## src/rtl/jt51_pkg.sv

```systemverilog
// Shared JT51 channel-CSR definitions: field widths, packed channel word
// layout, write-group encodings and the field-merge function.
package jt51_pkg;

  localparam int RL_W  = 2;
  localparam int FB_W  = 3;
  localparam int CON_W = 3;
  localparam int KC_W  = 7;
  localparam int KF_W  = 6;
  localparam int AMS_W = 2;
  localparam int PMS_W = 3;
  localparam int CHWORD_W = RL_W + FB_W + CON_W + KC_W + KF_W + AMS_W + PMS_W;

  typedef enum logic [1:0] {
    GRP_RLFBCON = 2'd0,
    GRP_KC      = 2'd1,
    GRP_KF      = 2'd2,
    GRP_PMSAMS  = 2'd3
  } wr_grp_e;

  // Packed MSB..LSB as {rl, fb, con, kc, kf, ams, pms}
  typedef struct packed {
    logic [RL_W-1:0]  rl;
    logic [FB_W-1:0]  fb;
    logic [CON_W-1:0] con;
    logic [KC_W-1:0]  kc;
    logic [KF_W-1:0]  kf;
    logic [AMS_W-1:0] ams;
    logic [PMS_W-1:0] pms;
  } ch_word_t;

  // Replace only the fields selected by grp; all other bits pass through.
  function automatic ch_word_t ch_merge(ch_word_t w, wr_grp_e grp, logic [7:0] d);
    ch_word_t r;
    r = w;
    case (grp)
      GRP_RLFBCON: begin
        r.rl  = d[7:6];
        r.fb  = d[5:3];
        r.con = d[2:0];
      end
      GRP_KC:      r.kc = d[6:0];
      GRP_KF:      r.kf = d[7:2];
      GRP_PMSAMS: begin
        r.pms = d[6:4];
        r.ams = d[1:0];
      end
      default:     r = w;
    endcase
    return r;
  endfunction

endpackage

```

## src/rtl/jt51_csr_wq.sv

```systemverilog
// Generic in-order write queue: W-bit entries, D deep, registered count.
module jt51_csr_wq #(
  parameter int W  = 8,
  parameter int D  = 2,
  parameter int CW = $clog2(D + 1)
) (
  input  logic          clk,
  input  logic          rst,
  input  logic          push_i,
  input  logic          pop_i,
  input  logic [W-1:0]  din_i,
  output logic [W-1:0]  head_o,
  output logic [CW-1:0] count_o,
  output logic          full_o
);

  localparam int AW = (D > 1) ? $clog2(D) : 1;
  localparam logic [AW-1:0] LAST = AW'(D - 1);
  localparam logic [CW-1:0] DEPTH = CW'(D);

  logic [W-1:0]  buf_q [D];
  logic [AW-1:0] rd_q, wr_q;
  logic [CW-1:0] cnt_q;
  logic          do_push, do_pop;

  assign full_o  = (cnt_q == DEPTH);
  assign count_o = cnt_q;
  assign head_o  = buf_q[rd_q];
  assign do_push = push_i && !full_o;
  assign do_pop  = pop_i && (cnt_q != '0);

  // Storage, pointers and occupancy; pointers wrap at D for any depth.
  always_ff @(posedge clk) begin
    if (rst) begin
      for (int unsigned i = 0; i < D; i++) buf_q[i] <= '0;
      rd_q  <= '0;
      wr_q  <= '0;
      cnt_q <= '0;
    end else begin
      if (do_push) begin
        buf_q[wr_q] <= din_i;
        wr_q        <= (wr_q == LAST) ? '0 : wr_q + 1'b1;
      end
      if (do_pop) rd_q <= (rd_q == LAST) ? '0 : rd_q + 1'b1;
      case ({do_push, do_pop})
        2'b10:   cnt_q <= cnt_q + 1'b1;
        2'b01:   cnt_q <= cnt_q - 1'b1;
        default: cnt_q <= cnt_q;
      endcase
    end
  end

endmodule

```

## src/rtl/jt51_csr_ch_q.sv

```systemverilog
// JT51 channel control-register file with a pending-write queue. Fields are
// presented one channel per cen in rotating slot order; queued CPU writes
// commit when their channel's slot comes round and bypass onto the output.
module jt51_csr_ch_q
  import jt51_pkg::*;
#(
  parameter int CH  = 8,
  parameter int CHW = $clog2(CH),
  parameter int QD  = 2
) (
  input  logic             clk,
  input  logic             rst,
  input  logic             cen,
  input  logic [7:0]       din,
  input  logic             wr,
  input  logic [1:0]       wr_grp,
  input  logic [CHW-1:0]   wr_ch,
  output logic             busy,
  output logic             ovf,
  output logic [CHW-1:0]   slot,
  output logic [RL_W-1:0]  rl,
  output logic [FB_W-1:0]  fb,
  output logic [CON_W-1:0] con,
  output logic [KC_W-1:0]  kc,
  output logic [KF_W-1:0]  kf,
  output logic [AMS_W-1:0] ams,
  output logic [PMS_W-1:0] pms
);

  localparam int EW = 2 + CHW + 8;
  localparam int CW = $clog2(QD + 1);
  localparam logic [CHW:0]   CH_L = (CHW + 1)'(CH);
  localparam logic [CHW-1:0] LAST = CHW'(CH - 1);

  ch_word_t       mem_q [CH];
  ch_word_t       out_q, word_d;
  logic [CHW-1:0] ptr_q, ptr_d, slot_q;
  logic           ovf_q;

  logic [EW-1:0]  push_ent, head;
  logic [CW-1:0]  count;
  logic           full, wr_ok, push, drop, hit, pop;
  logic [1:0]     h_grp;
  logic [CHW-1:0] h_ch;
  logic [7:0]     h_dat;

  assign wr_ok    = ({1'b0, wr_ch} < CH_L);
  assign push     = wr && !full && wr_ok;
  assign drop     = wr && !push;
  assign push_ent = {wr_grp, wr_ch, din};
  assign h_grp    = head[EW-1 -: 2];
  assign h_ch     = head[8 +: CHW];
  assign h_dat    = head[7:0];
  assign hit      = (count != '0) && (h_ch == ptr_q);
  assign pop      = cen && hit;

  jt51_csr_wq #(
    .W (EW),
    .D (QD)
  ) u_wq (
    .clk     (clk),
    .rst     (rst),
    .push_i  (push),
    .pop_i   (pop),
    .din_i   (push_ent),
    .head_o  (head),
    .count_o (count),
    .full_o  (full)
  );

  // Word for the current slot with the head write merged in when it targets it.
  always_comb begin
    word_d = mem_q[ptr_q];
    if (hit) word_d = ch_merge(word_d, wr_grp_e'(h_grp), h_dat);
    ptr_d = (ptr_q == LAST) ? '0 : ptr_q + 1'b1;
  end

  // Slot rotation, write-back and output register, advancing only on cen.
  always_ff @(posedge clk) begin
    if (rst) begin
      for (int unsigned i = 0; i < CH; i++) mem_q[i] <= '0;
      out_q  <= '0;
      slot_q <= '0;
      ptr_q  <= '0;
    end else if (cen) begin
      mem_q[ptr_q] <= word_d;
      out_q        <= word_d;
      slot_q       <= ptr_q;
      ptr_q        <= ptr_d;
    end
  end

  // Sticky flag for writes refused because the queue was full or channel invalid.
  always_ff @(posedge clk) begin
    if (rst)       ovf_q <= 1'b0;
    else if (drop) ovf_q <= 1'b1;
  end

  assign busy = full;
  assign ovf  = ovf_q;
  assign slot = slot_q;
  assign rl   = out_q.rl;
  assign fb   = out_q.fb;
  assign con  = out_q.con;
  assign kc   = out_q.kc;
  assign kf   = out_q.kf;
  assign ams  = out_q.ams;
  assign pms  = out_q.pms;

endmodule

```

## config.mk

```make
export PLATFORM = sky130hd
export DESIGN_NAME = jt51_csr_ch_q
export DESIGN_NICKNAME = d
export VERILOG_FILES = /design/src/rtl/jt51_pkg.sv /design/src/rtl/jt51_csr_wq.sv /design/src/rtl/jt51_csr_ch_q.sv
export SDC_FILE = /design/constraint.sdc
export NUM_CORES = 1
export LEC_CHECK = 0
export ABC_AREA = 1
export CAP_MARGIN = 10
export CORE_UTILIZATION = 45
export DETAILED_ROUTE_END_ITERATION = 6
export PLACE_DENSITY_LB_ADDON = 0.25
export REMOVE_ABC_BUFFERS = 1
export SYNTH_ARGS = -nofsm -noshare
export SYNTH_HDL_FRONTEND = slang
export SYNTH_SLANG_ARGS = --single-unit
```

## constraint.sdc

```tcl
create_clock -name clk -period 2.3 [get_ports clk]
set_clock_uncertainty 0.2 [all_clocks]
set_input_delay 0.46 -clock clk [delete_from_list [all_inputs] [get_ports clk]]
set_output_delay 0.46 -clock clk [all_outputs]
set_load 0.02 [all_outputs]
```

### After elaboration in Yosys (flattened, before gate mapping)

Memories as Yosys holds them, arrays and structs flattened. A register that Yosys moved wholly into a read port is not among the register bits.
Cells that the tools add are included.

| storage, ports and cells | value |
|---|---|
| flip-flop bits (word level) | 37 |
| latch bits | 0 |
| RAM bits | 234 |
| ROM bits | 0 |
| memories kept | 2 |

Memory list:

| name | words | bits a word | read ports | clocked after memory_dff | wr ports | line | text |
|---|---|---|---|---|---|---|---|
| mem_q | 8 | 26 | 1 | 1 | 8 | jt51_csr_ch_q.sv:35 | `ch_word_t mem_q [CH];` |
| u_wq.buf_q | 2 | 13 | 1 | 1 | 2 | jt51_csr_wq.sv:21 | `logic [W-1:0] buf_q [D];` |

| operators by class | value |
|---|---|
| add/sub/neg operators | 5 |
| multiply operators | 0 |
| div/mod/pow operators | 0 |
| magnitude comparators | 0 |
| eq/ne operators | 8 |
| shift-type cells | 0 |
| muxes and demuxes | 27 |
| bitwise operators | 0 |
| reductions and logical operators | 13 |

Operators with widths:

| kind | number |
|---|---|
| 2-to-1 mux 26 bit | 2 |
| OR reduction 26 bit | 1 |
| 2-to-1 mux 1 bit | 15 |
| 2-to-1 mux 13 bit | 1 |
| OR reduction 13 bit | 1 |
| 2-to-1 mux 3 bit | 4 |
| == test 2 bit (second input constant) | 4 |
| 2-to-1 mux 8 bit | 1 |
| 2-to-1 mux 7 bit | 1 |
| logical AND 1 bit | 6 |
| 2-to-1 mux 6 bit | 1 |
| 2-to-1 mux 5 bit | 1 |
| == test 2 x 1 -> 1 bit (second input constant) | 2 |
| case mux 2 bit (2 select lines) | 1 |
| nonzero test 2 bit | 2 |
| adder 3 x 1 -> 3 bit (second input constant) | 1 |
| == test 3 bit | 1 |
| == test 3 bit (second input constant) | 1 |
| adder 1 bit (second input constant) | 2 |
| adder 2 x 1 -> 2 bit (second input constant) | 1 |
| logical NOT 1 bit | 2 |
| logical NOT 2 bit | 1 |
| subtractor 2 x 1 -> 2 bit (second input constant) | 1 |

### Logic depth before layout (Yosys ltp)

Gate-level depths: netlist of run 1.

| depth | value |
|---|---|
| depth in word-level cells | 9 |
| mapped depth | 15 |

### Modules after synthesis

From an unflattened synthesis of run 1, not the netlist that was laid out.

| unflattened totals | value |
|---|---|
| cells, all modules | 1373 |
| area, all modules | 13324.0 um2 |

Modules (own cells, without submodules):

| module | instances | cells an instance | area an instance (um2) | seq. area each (um2) |
|---|---|---|---|---|
| jt51_csr_ch_q | 1 | 1253 | 11906.4 | 6966.7 |
| jt51_csr_wq | 1 | 120 | 1417.6 | 880.8 |

### Least setup slack after synthesis of run 1

No wires, ideal clock.

| timing | value |
|---|---|
| kind | in2reg |
| start point | input port rst |
| end point | memory mem_q[0][0] (netlist name) (enable) |
| library setup time | 383 ps |
| arrival | 1879 ps |
| data required time | 1717 ps |
| slack | -162 ps |
| stages on the path | 5 |
| buffers on the path | 2 |
| cells stage by stage | clkbuf_1 -> nor3_2 -> nand2_1 -> clkbuf_1 -> nand2_1 |

RTL lines:

| item | line | text |
|---|---|---|
| start: declaration | jt51_csr_ch_q.sv:12 | `input logic rst,` |
| end: declaration | jt51_csr_ch_q.sv:35 |  |

### Final worst setup path of run 1

| timing | value |
|---|---|
| start point | register out_q (netlist bit fb[0]) |
| end point | output port fb[0] |

RTL lines:

| item | line | text |
|---|---|---|
| start: declaration | jt51_csr_ch_q.sv:36 | `ch_word_t out_q, word_d;` |
| start signal: assignment | jt51_csr_ch_q.sv:87 | `out_q <= word_d;` |
| end: declaration | jt51_csr_ch_q.sv:22 | `output logic [FB_W-1:0] fb,` |

No word-level cell between the ends.

==> run summary, run 1 <==
The initial antenna violation count is 0. After detailed routing, the total wire length is 33000 um. Yosys mapped a number of flops with a built-in enable equal to 234. The initial utilization of the core area, before any placement, comes to 0.461. The slew at the pin with the worst max-slew slack is 0.447 ns. The part of the total power dissipated in the clock network came out at 0.378. The area fraction of the dominant cell type after synthesis came out at 0.562. The proportion of synthesized flip-flops having asynchronous set or reset is 0. The endpoint kind of the worst setup timing path is an output port.

The area growth from synthesis to layout is 17.5%. The number of resized instances in the post-cts repair step came out at 1. By area the synthesized netlist is led by sky130_fd_sc_hd__edfxtp_1 (56%), sky130_fd_sc_hd__nand2_1 (11%), sky130_fd_sc_hd__nor2_1 (8.4%), sky130_fd_sc_hd__nand3_1 (7.5%), sky130_fd_sc_hd__dfxtp_1 (6.6%). 48 I/O pins were placed. The count of antenna diodes in the layout is 0. Detailed placement ended at an HPWL of 19500 um. From left edge to right edge, the die measures 169 um. The final-layout worst hold slack came out at 0.109 ns. The total standard cell area after synthesis is 0.0125 sq mm. Cell internal power was estimated by the tool at 0.00907 W. The ratio of cells with drive above 1 in the final layout came out at 0.111.

The count of buffers inserted at the top-level ports came out at 47. The fraction of the cycle the final worst path needs is 0.946. The number of hold-repair buffers added at the cts stage is 0. The final setup violation count is 0. The flop and latch count out of synthesis came out at 275.

The required time of the critical path is 1.64 ns. The buffers plus inverters on the worst setup path came out at 1. The CTS sink count came out at 275. The row count came out at 60. The type of the worst setup path is flop to output port. The largest delay contributor family on the critical path is buffers and inverters. The mean instance size in the synthesized netlist came out at 9.16 sq um.

Setup repair after global routing left no endpoint under its margin. CTS placed an instance of sky130_fd_sc_hd__clkbuf_16 at the clock tree root. The final layout contains 1441 nets. The power density normalized to cell area is 840 mW/mm^2. The total DRC errors in the routed layout came out at 0. The maximum level of the CTS H-tree came out at 1. The post-route minimum period is 2.18 ns. The first global-routing pass estimated 50900 um of wire. The number of buffers added for setup after CTS is 0. For this run, the leading register cell type out of synthesis is sky130_fd_sc_hd__edfxtp_1. The number of hold violations in the final report is 0. Once routing completed, OpenROAD measured the worst setup slack at 0.125 ns. The worst-path maximum fanout is 2.

Summed over all layers, the global routing overflow is 0. In this run the static leakage power is 5.99 nW. Before CTS, the worst setup slack after placement is -0.133 ns. The sum of internal, switching and leakage power is 0.0123 W. The Yosys step of the flow raised 0 warnings. Dividing the detail-routed wire length by the instance count gives 18.2 um. Of all cell types, the one taking the most synthesized area is sky130_fd_sc_hd__edfxtp_1. The die covers 0.0284 sq mm. The distinct cell type count after synthesis came out at 27.

From bottom edge to top edge, the die measures 169 um. Traced cell by cell, the critical path runs through clkdlybuf4s50_1. The clock tree from TritonCTS is built.

The layout has 2392 filler cells. In this run the worst hold path is classified as input port to flop. Across all layers, the routed design uses 9537 vias. The via count of the first global-routing pass came out at 9259. Among all stages on the critical path, the largest delay is contributed by sky130_fd_sc_hd__clkdlybuf4s50_1. The number of violations reported at the end of detailed-routing iteration 0 came out at 969.

The weighted congestion at the end of routability-driven global placement came out at 0.809. The share of total power dissipated in combinational logic is 0.152. The maximum buffer depth of the clock tree came out at 3. At the later pin of the worst-skew pair, clock insertion delay measures 0.55 ns.

STA classifies the critical path startpoint as a flop. For this design the total switching power over the nets is 0.00328 W. The final-report max-slew violation count is 0.

The worst endpoint data arrival time came out at 1.52 ns. By count the netlist is led by sky130_fd_sc_hd__nand2_1 (376), sky130_fd_sc_hd__nor2_1 (279), sky130_fd_sc_hd__edfxtp_1 (234). The first-pass detailed-route iteration total is 5. The remaining number of nets flagged by the antenna check after routing is 0. In this run, CTS created clock tree buffers numbering 30. After clock tree synthesis, the clock-pin slew on the worst setup and hold paths is 0.06 ns. The number of max-capacitance violations reported is 0. Static timing analysis puts the maximum clock frequency at 0.460 GHz. The maximum VDD drop is 0.534 mV.

Using the TritonRoute via totals, the vias-per-cell ratio works out to 5.26. The global router's overall resource usage is 0.234. In the synthesized netlist, the number of instances is 1364. For the final routed database, the setup TNS stands at 0 ns. The largest net degree at the start of global routing came out at 85.

The delay of the slowest cell on the worst path came out at 0.62 ns. The register area share after synthesis is 0.628. Of the total power, registers draw 0.469. The core region is 0.0271 sq mm.

The headroom to the max-slew limit is 0.702. Of the total power, the share spent switching nets is 0.266. The run finished with clean final reports.

The most frequent cell after synthesis is sky130_fd_sc_hd__nand2_1.
==> tightest hold or removal path, delay by kind of cell <==
family                 cells  cell delay [ns]
buffers and inverters      1             0.14
AO/OA/AOI/OAI              1             0.08
AND/OR/NAND/NOR            1             0.12
==> flip-flops by register name (all words and copies together) (netlist names), 3 cells and up, named ones only <==
register    count
pms             3
ptr_q           3
con             3
kc              7
mem_q         208
slot            3
u_wq.buf_q     26
kf              6
fb              3
==> metrics by stage <==
step                      utilization  cell area, sq um  cells
after global placement          0.506             13700   1761
after detailed placement        0.506             13700   1761
final                           0.542             14700   1814
after global routing            0.542             14700   1814
after CTS                       0.541             14700   1814
after floorplan                     -             12100   1287
==> final cells by class <==
cell class                 count  area (sq um)  area share
inverter                      87           332      0.0226
clock inverter                11           131     0.00894
clock buffer                  42           817      0.0556
multi-input combinational    925          3990       0.271
sequential                   275          7860       0.535
tap                          372           465      0.0317
timing repair buffer         102          1100      0.0750
==> worst paths after layout <==
kind / startpoint / endpoint / slack [ns] / cells past startpoint
max: fb[0] / fb[0] / 0.12 / 1
min: cen / slot[0] / 0.11 / 3
max reg2reg: flop / mem_q[4][9] / 0.16 / 9
min reg2reg: ovf / ovf / 0.25 / 2
==> kinds of logic after synthesis <==
family | after synthesis | share of synthesized area
AND/OR/NAND/NOR | 898 | 0.304
AO/OA/AOI/OAI | 24 | 0.0108
buffers and inverters | 164 | 0.0547
adder cells (fa/ha/maj) | 3 | 0.00300
flip-flops | 275 | 0.628
==> power groups by stage <==
stage	sequential [W]	combinational, W	clock [W]
after floorplan	0.00598	0.00100	0
after global placement	0.00589	0.00183	0
after CTS	0.00580	0.00186	0.00473
after detailed placement	0.00590	0.00185	0
after global routing	0.00582	0.00206	0.00492
final	0.00579	0.00188	0.00467
==> cell usage in the layout, fill, tap and decap left out, drive strengths merged <==
cell type      synthesis  layout
nand2                379     379
nor2                 300     300
edfxtp               234     234
nand3                191     191
inv                   84      85
buf                   31      56
clkdlybuf4s50          0      45
clkbuf                46      42
dfxtp                 41      41
nand4                 26      26
a21oi                 12      12
o21ai                 12      12
clkinv                 3      10
ha                     3       3
bufinv                 0       3
nor3                   1       1
and3                   1       1
dlygate4sd2            0       1
==> layer usage <==
metal  vias up  wire, um  global-route usage
li1       4602         -                   -
met1      4487     14100               0.318
met2       379     15800               0.392
met3        69      2160              0.0295
met4         0       996              0.0751
met5         -         0                   0
Note: power is estimated with default switching activity, not from simulation.
==> run 2: changes to the inputs <==
- ABC_CLOCK_PERIOD_IN_PS: unset -> 2300
==> results of run 2 <==
Final layout, timing and power as in run 1 (identical DEF).
==> run 3: changes to the inputs <==
- GPL_TIMING_DRIVEN: unset -> 0
- SYNTH_HIERARCHICAL: unset -> 1
==> run 3 against run 2 <==
  * The run now ends with setup timing left
  * Setup slack got worse by 0.16 ns
  * Sequential power rose by 0.7%
  * Cell count rose by 0.61%
  * Power rose by 4.2%
  * Design area rose by 8.3%
  * Combinational power rose by 24%
  * Maximum frequency fell by 6.9%
  * Global-route usage fell by 0.11 points
  * Highest routed layer unchanged
==> run summary, run 3 <==
In this run the worst hold path is classified as input port to flop. The instance count along the most critical hold path came out at 2 (-1). The row count is 62 (+3.3%). The first-pass GRT wire length came out at 53500 um (+5.0%).

TritonCTS built the clock tree. The slew at the pin with the worst max-slew slack came to 0.544 ns (+0.0970 ns). The cell count after placement is 1714 (-2.7%). The total net switching power is 0.00356 W (+8.6%).

The library cell used most frequently in the layout, excluding fill and tap cells, is sky130_fd_sc_hd__nand2_1. The proportion of synthesized flip-flops having asynchronous set or reset came out at 0 (unchanged). The first-pass detailed-route iteration total is 5 (unchanged).

The count of buffers inserted at the top-level ports was 47 (unchanged). The number of flops mapped to enable cells by yosys came to 234 (unchanged). The total DRC errors in the routed layout came out at 0 (unchanged). The post-synthesis compound-gate area fraction is 0.00639 (-0.00443). The distinct cell type count after synthesis came out at 27 (unchanged).

Ranked by flip-flop count, first place goes to mem_q. The post-route minimum period came out at 2.34 ns (+0.161 ns). The mean instance size in the synthesized netlist was 9.70 sq um (+5.9%).

The worst-path maximum fanout came out at 8 (+6). By instance count, the leading cell after synthesis is sky130_fd_sc_hd__nand2_1. The net switching fraction of the power was 0.277 (+0.0111).

The maximum buffer depth of the clock tree is 3 (unchanged). The required time of the critical path is 2.39 ns (+0.75 ns). The post-synthesis share of cell area spent on and, or, nand and nor gates came out at 0.319 (+0.0155).

The headroom to the max-slew limit was 0.636 (-0.0660). The final-report max-slew violation count is 0 (unchanged). The top cell types in the final layout, fill and taps aside, are sky130_fd_sc_hd__nand2_1 (350), sky130_fd_sc_hd__edfxtp_1 (234), sky130_fd_sc_hd__nor2_2 (158).

The total overflow reported by the global router came out at 0 (unchanged). The area growth from synthesis to layout is 19.4%. Traced cell by cell, the critical path runs through mux2_4, nand2_4, nand2_4, nor2_4, buf_12, buf_12, nand3_4, nand3_2, and2_4, nor2_2. The ratio of cells with drive above 1 in the final layout is 0.274 (+0.163).

Counting instances in the post-synthesis netlist gives the leading cell types as sky130_fd_sc_hd__nand2_1 (375), sky130_fd_sc_hd__edfxtp_1 (234), sky130_fd_sc_hd__nor2_1 (157). The number of violations reported at the end of detailed-routing iteration 0 is 866 (-11%). The placeable core region is 0.0289 sq mm (+6.8%). The area fraction of the dominant cell type after synthesis is 0.527 (-0.0348).

The register area share after synthesis is 0.589 (-0.0389). The fraction of the cycle the final worst path needs came out at 1.02 (+0.0699). The cell count of the worst reg-to-reg path is 10 (+1).

The routed wire length is 35800 um (+8.4%). The initial antenna violation count is 0 (unchanged). The delay of the slowest cell on the worst path is 0.41 ns (-0.21 ns). The footprint of the multi-input gates is 0.00513 sq mm (+29%). The area of all sequential standard cells is 0.00786 sq mm (about the same). The worst slack at placement is -1.68 ns (-1.55 ns). The via count of the first global-routing pass is 9238 (-0.23%). The power density normalized to cell area came out at 809 mW/mm^2 (-3.7%). The tree is rooted in a sky130_fd_sc_hd__clkbuf_16.

The total number of yosys warnings is 6 (+6). STA classifies the critical path startpoint as a flop. The type of the worst setup path is flop to flop. Of all cell types, the one taking the most synthesized area is sky130_fd_sc_hd__edfxtp_1.

The relative contribution of combinational cells to total power came out at 0.182 (+0.030). The die outline height was 174 um (+3.2%). The post-synthesis instance total was 1373 (+0.66%). The part of the total power dissipated in the clock network came to 0.365 (-0.013).

The number of flip-flops in the largest register is 208 (unchanged). The number of hold violations in the final report came out at 0 (unchanged). Setup repair after global routing could not meet its margin everywhere. The flop and latch count out of synthesis is 275 (unchanged). The placed wire-length estimate came to 17600 um (-9.9%). The share of power burned in registers is 0.453 (-0.016). The final reports fail on setup timing.

The total standard cell area after synthesis came out at 0.0133 sq mm (+6.6%). The die outline area is 0.0303 sq mm (+6.5%). The clock transition at the register clock pins on the worst setup and hold paths after CTS was 0.06 ns (about the same). The CTS sink count is 275 (unchanged). The x dimension of the die is 174 um (+3.2%).

The endpoint kind of the worst setup timing path is a flop. The total via count in the routed design is 9772 (+2.5%). The most instantiated flip-flop cell in the synthesis netlist is sky130_fd_sc_hd__edfxtp_1. The worst endpoint data arrival time is 2.43 ns (+0.91 ns). The multiplexer area fraction after synthesis was 0.0110 (+0.0110). The weighted congestion at the end of routability-driven global placement came out at 0.757 (-6.4%).

The number of buffers created by CTS came out at 30 (unchanged). The initial core utilization came out at 0.460 (-0.000741). The post-detailed-route wirelength per cell is 19.6 um (+7.7%). By area the synthesized netlist is led by sky130_fd_sc_hd__edfxtp_1 (53%), sky130_fd_sc_hd__nand2_1 (11%), sky130_fd_sc_hd__nor2_2 (6.9%), sky130_fd_sc_hd__dfxtp_1 (6.2%), sky130_fd_sc_hd__nand3_1 (5.4%).

The static leakage came out at 6.26 nW (+4.5%). The clock network latency to the later pin of the worst-skew pair is 0.56 ns (about the same). The number of hold-repair buffers added at the cts stage came out at 0 (unchanged). After synthesis, the largest family of logic cells by area is simple AND/OR/NAND/NOR gates.

The final standard cell count with taps included and fillers excluded is 1825 (+0.61%). The count of nets after finishing is 1437 (-0.28%). The adder-cell share of the synthesized area came out at 0.00282 (-0.000186). The count of antenna diodes in the layout came out at 0 (unchanged). The largest net degree at the start of global routing is 53 (-38%). The run finished, with violations left. The maximum level of the CTS H-tree came out at 1 (unchanged). The maximum VDD drop came out at 0.574 mV (+7.4%). The least setup slack across all paths after layout is -0.0361 ns (-0.161 ns). The number of top-level pins came to 48 (unchanged).

The global router's overall resource usage came out at 0.233 (-0.00111). The cell with the largest stage delay on the worst path is sky130_fd_sc_hd__dfxtp_4. The remaining number of nets flagged by the antenna check after routing came out at 0 (unchanged). The design internal power came out at 0.00931 W (+2.6%). The post-synthesis share of cell area spent on xor and xnor gates is 0 (unchanged).

The number of fill cells in the layout is 2501 (+4.6%). The maximum frequency from static timing analysis was 0.428 GHz (-6.9%). The routed via count divided by cell count came to 5.35 (+1.8%). The number of max-capacitance violations reported came out at 0 (unchanged). The final setup violation count came out at 73 (+73).
[run 3: cell count changes after synthesis, sizes merged, moves of 13 or more]
cell    previous run  this run
clkbuf            46        21
inv               84        62
and2               0        26
buf               31        79
mux2               0        13
nand3            191       162
[run 3: critical path: cells and delay by family, from the launching register on]
kind | cells | cell delay (ns)
flops | 1 | 0.41
mux | 1 | 0.34
buf+inv | 2 | 0.24
simple gates | 7 | 0.87
[run 3: final timing paths]
check        from      endpoint  slack, ns
max          flop  mem_q[0][11]      -0.04
min           cen       slot[1]       0.10
max reg2reg  flop  mem_q[0][11]      -0.04
min reg2reg   ovf           ovf       0.27
[run 3: area by class of cell]
class,count,share of cell area
clock buffer,43,0.0535
clock inverter,13,0.00684
inverter,64,0.0183
multi-input combinational,939,0.322
sequential,275,0.494
tap,384,0.0302
timing repair buffer,106,0.0727
timing repair inverter,1,0.00189
[run 3: per-stage QoR]
step | area, sq um | hold slack [ns] | utilization | setup TNS [ns] | power, W
final | 15900 | 0.101 | 0.550 | -0.955 | 0.0129
after global placement | 13600 | 0.252 | 0.469 | -2405.17 | 0.00771
after CTS | 15400 | 0.182 | 0.531 | -22.44 | 0.0127
after detailed placement | 13800 | 0.263 | 0.478 | -512.65 | 0.00774
after global routing | 15900 | 0.136 | 0.550 | -15.28 | 0.0133
after floorplan | 12600 | 0.265 | - | -670.54 | 0.00711
[run 3: logic make-up (layout without fill, tap and decap cells)]
family          Yosys count  after routing
mux                      13             13
compound gates           17             17
fa+ha+maj                 3              3
buf+inv                 164            227
flops                   275            275
simple gates            901            906
[run 3: what timing repair did]
action                                  4_1_cts  5_1_grt
setup buffers                                24       25
endpoints found under the setup margin      460      433
gates resized for setup                     103       81
pin swaps                                     9       38
gates cloned                                  4        3
[run 3: power groups by stage]
stage / Combinational (W) / Clock, W / Sequential (W)
global route: 0.00252 / 0.00493 / 0.00586
detailed placement: 0.00178 / 0 / 0.00596
floorplan: 0.00111 / 0 / 0.00599
finish: 0.00234 / 0.00469 / 0.00583
CTS: 0.00211 / 0.00474 / 0.00584
global placement: 0.00171 / 0 / 0.00600
[run 3: per-layer routing]
metal  wire length (um)  vias to the layer above  GRT usage
li1                   -                     4600          -
met1              15100                     4631      0.319
met2              16800                      461      0.390
met3               3080                       80     0.0293
met4                860                        0     0.0643
met5                  0                        -          0
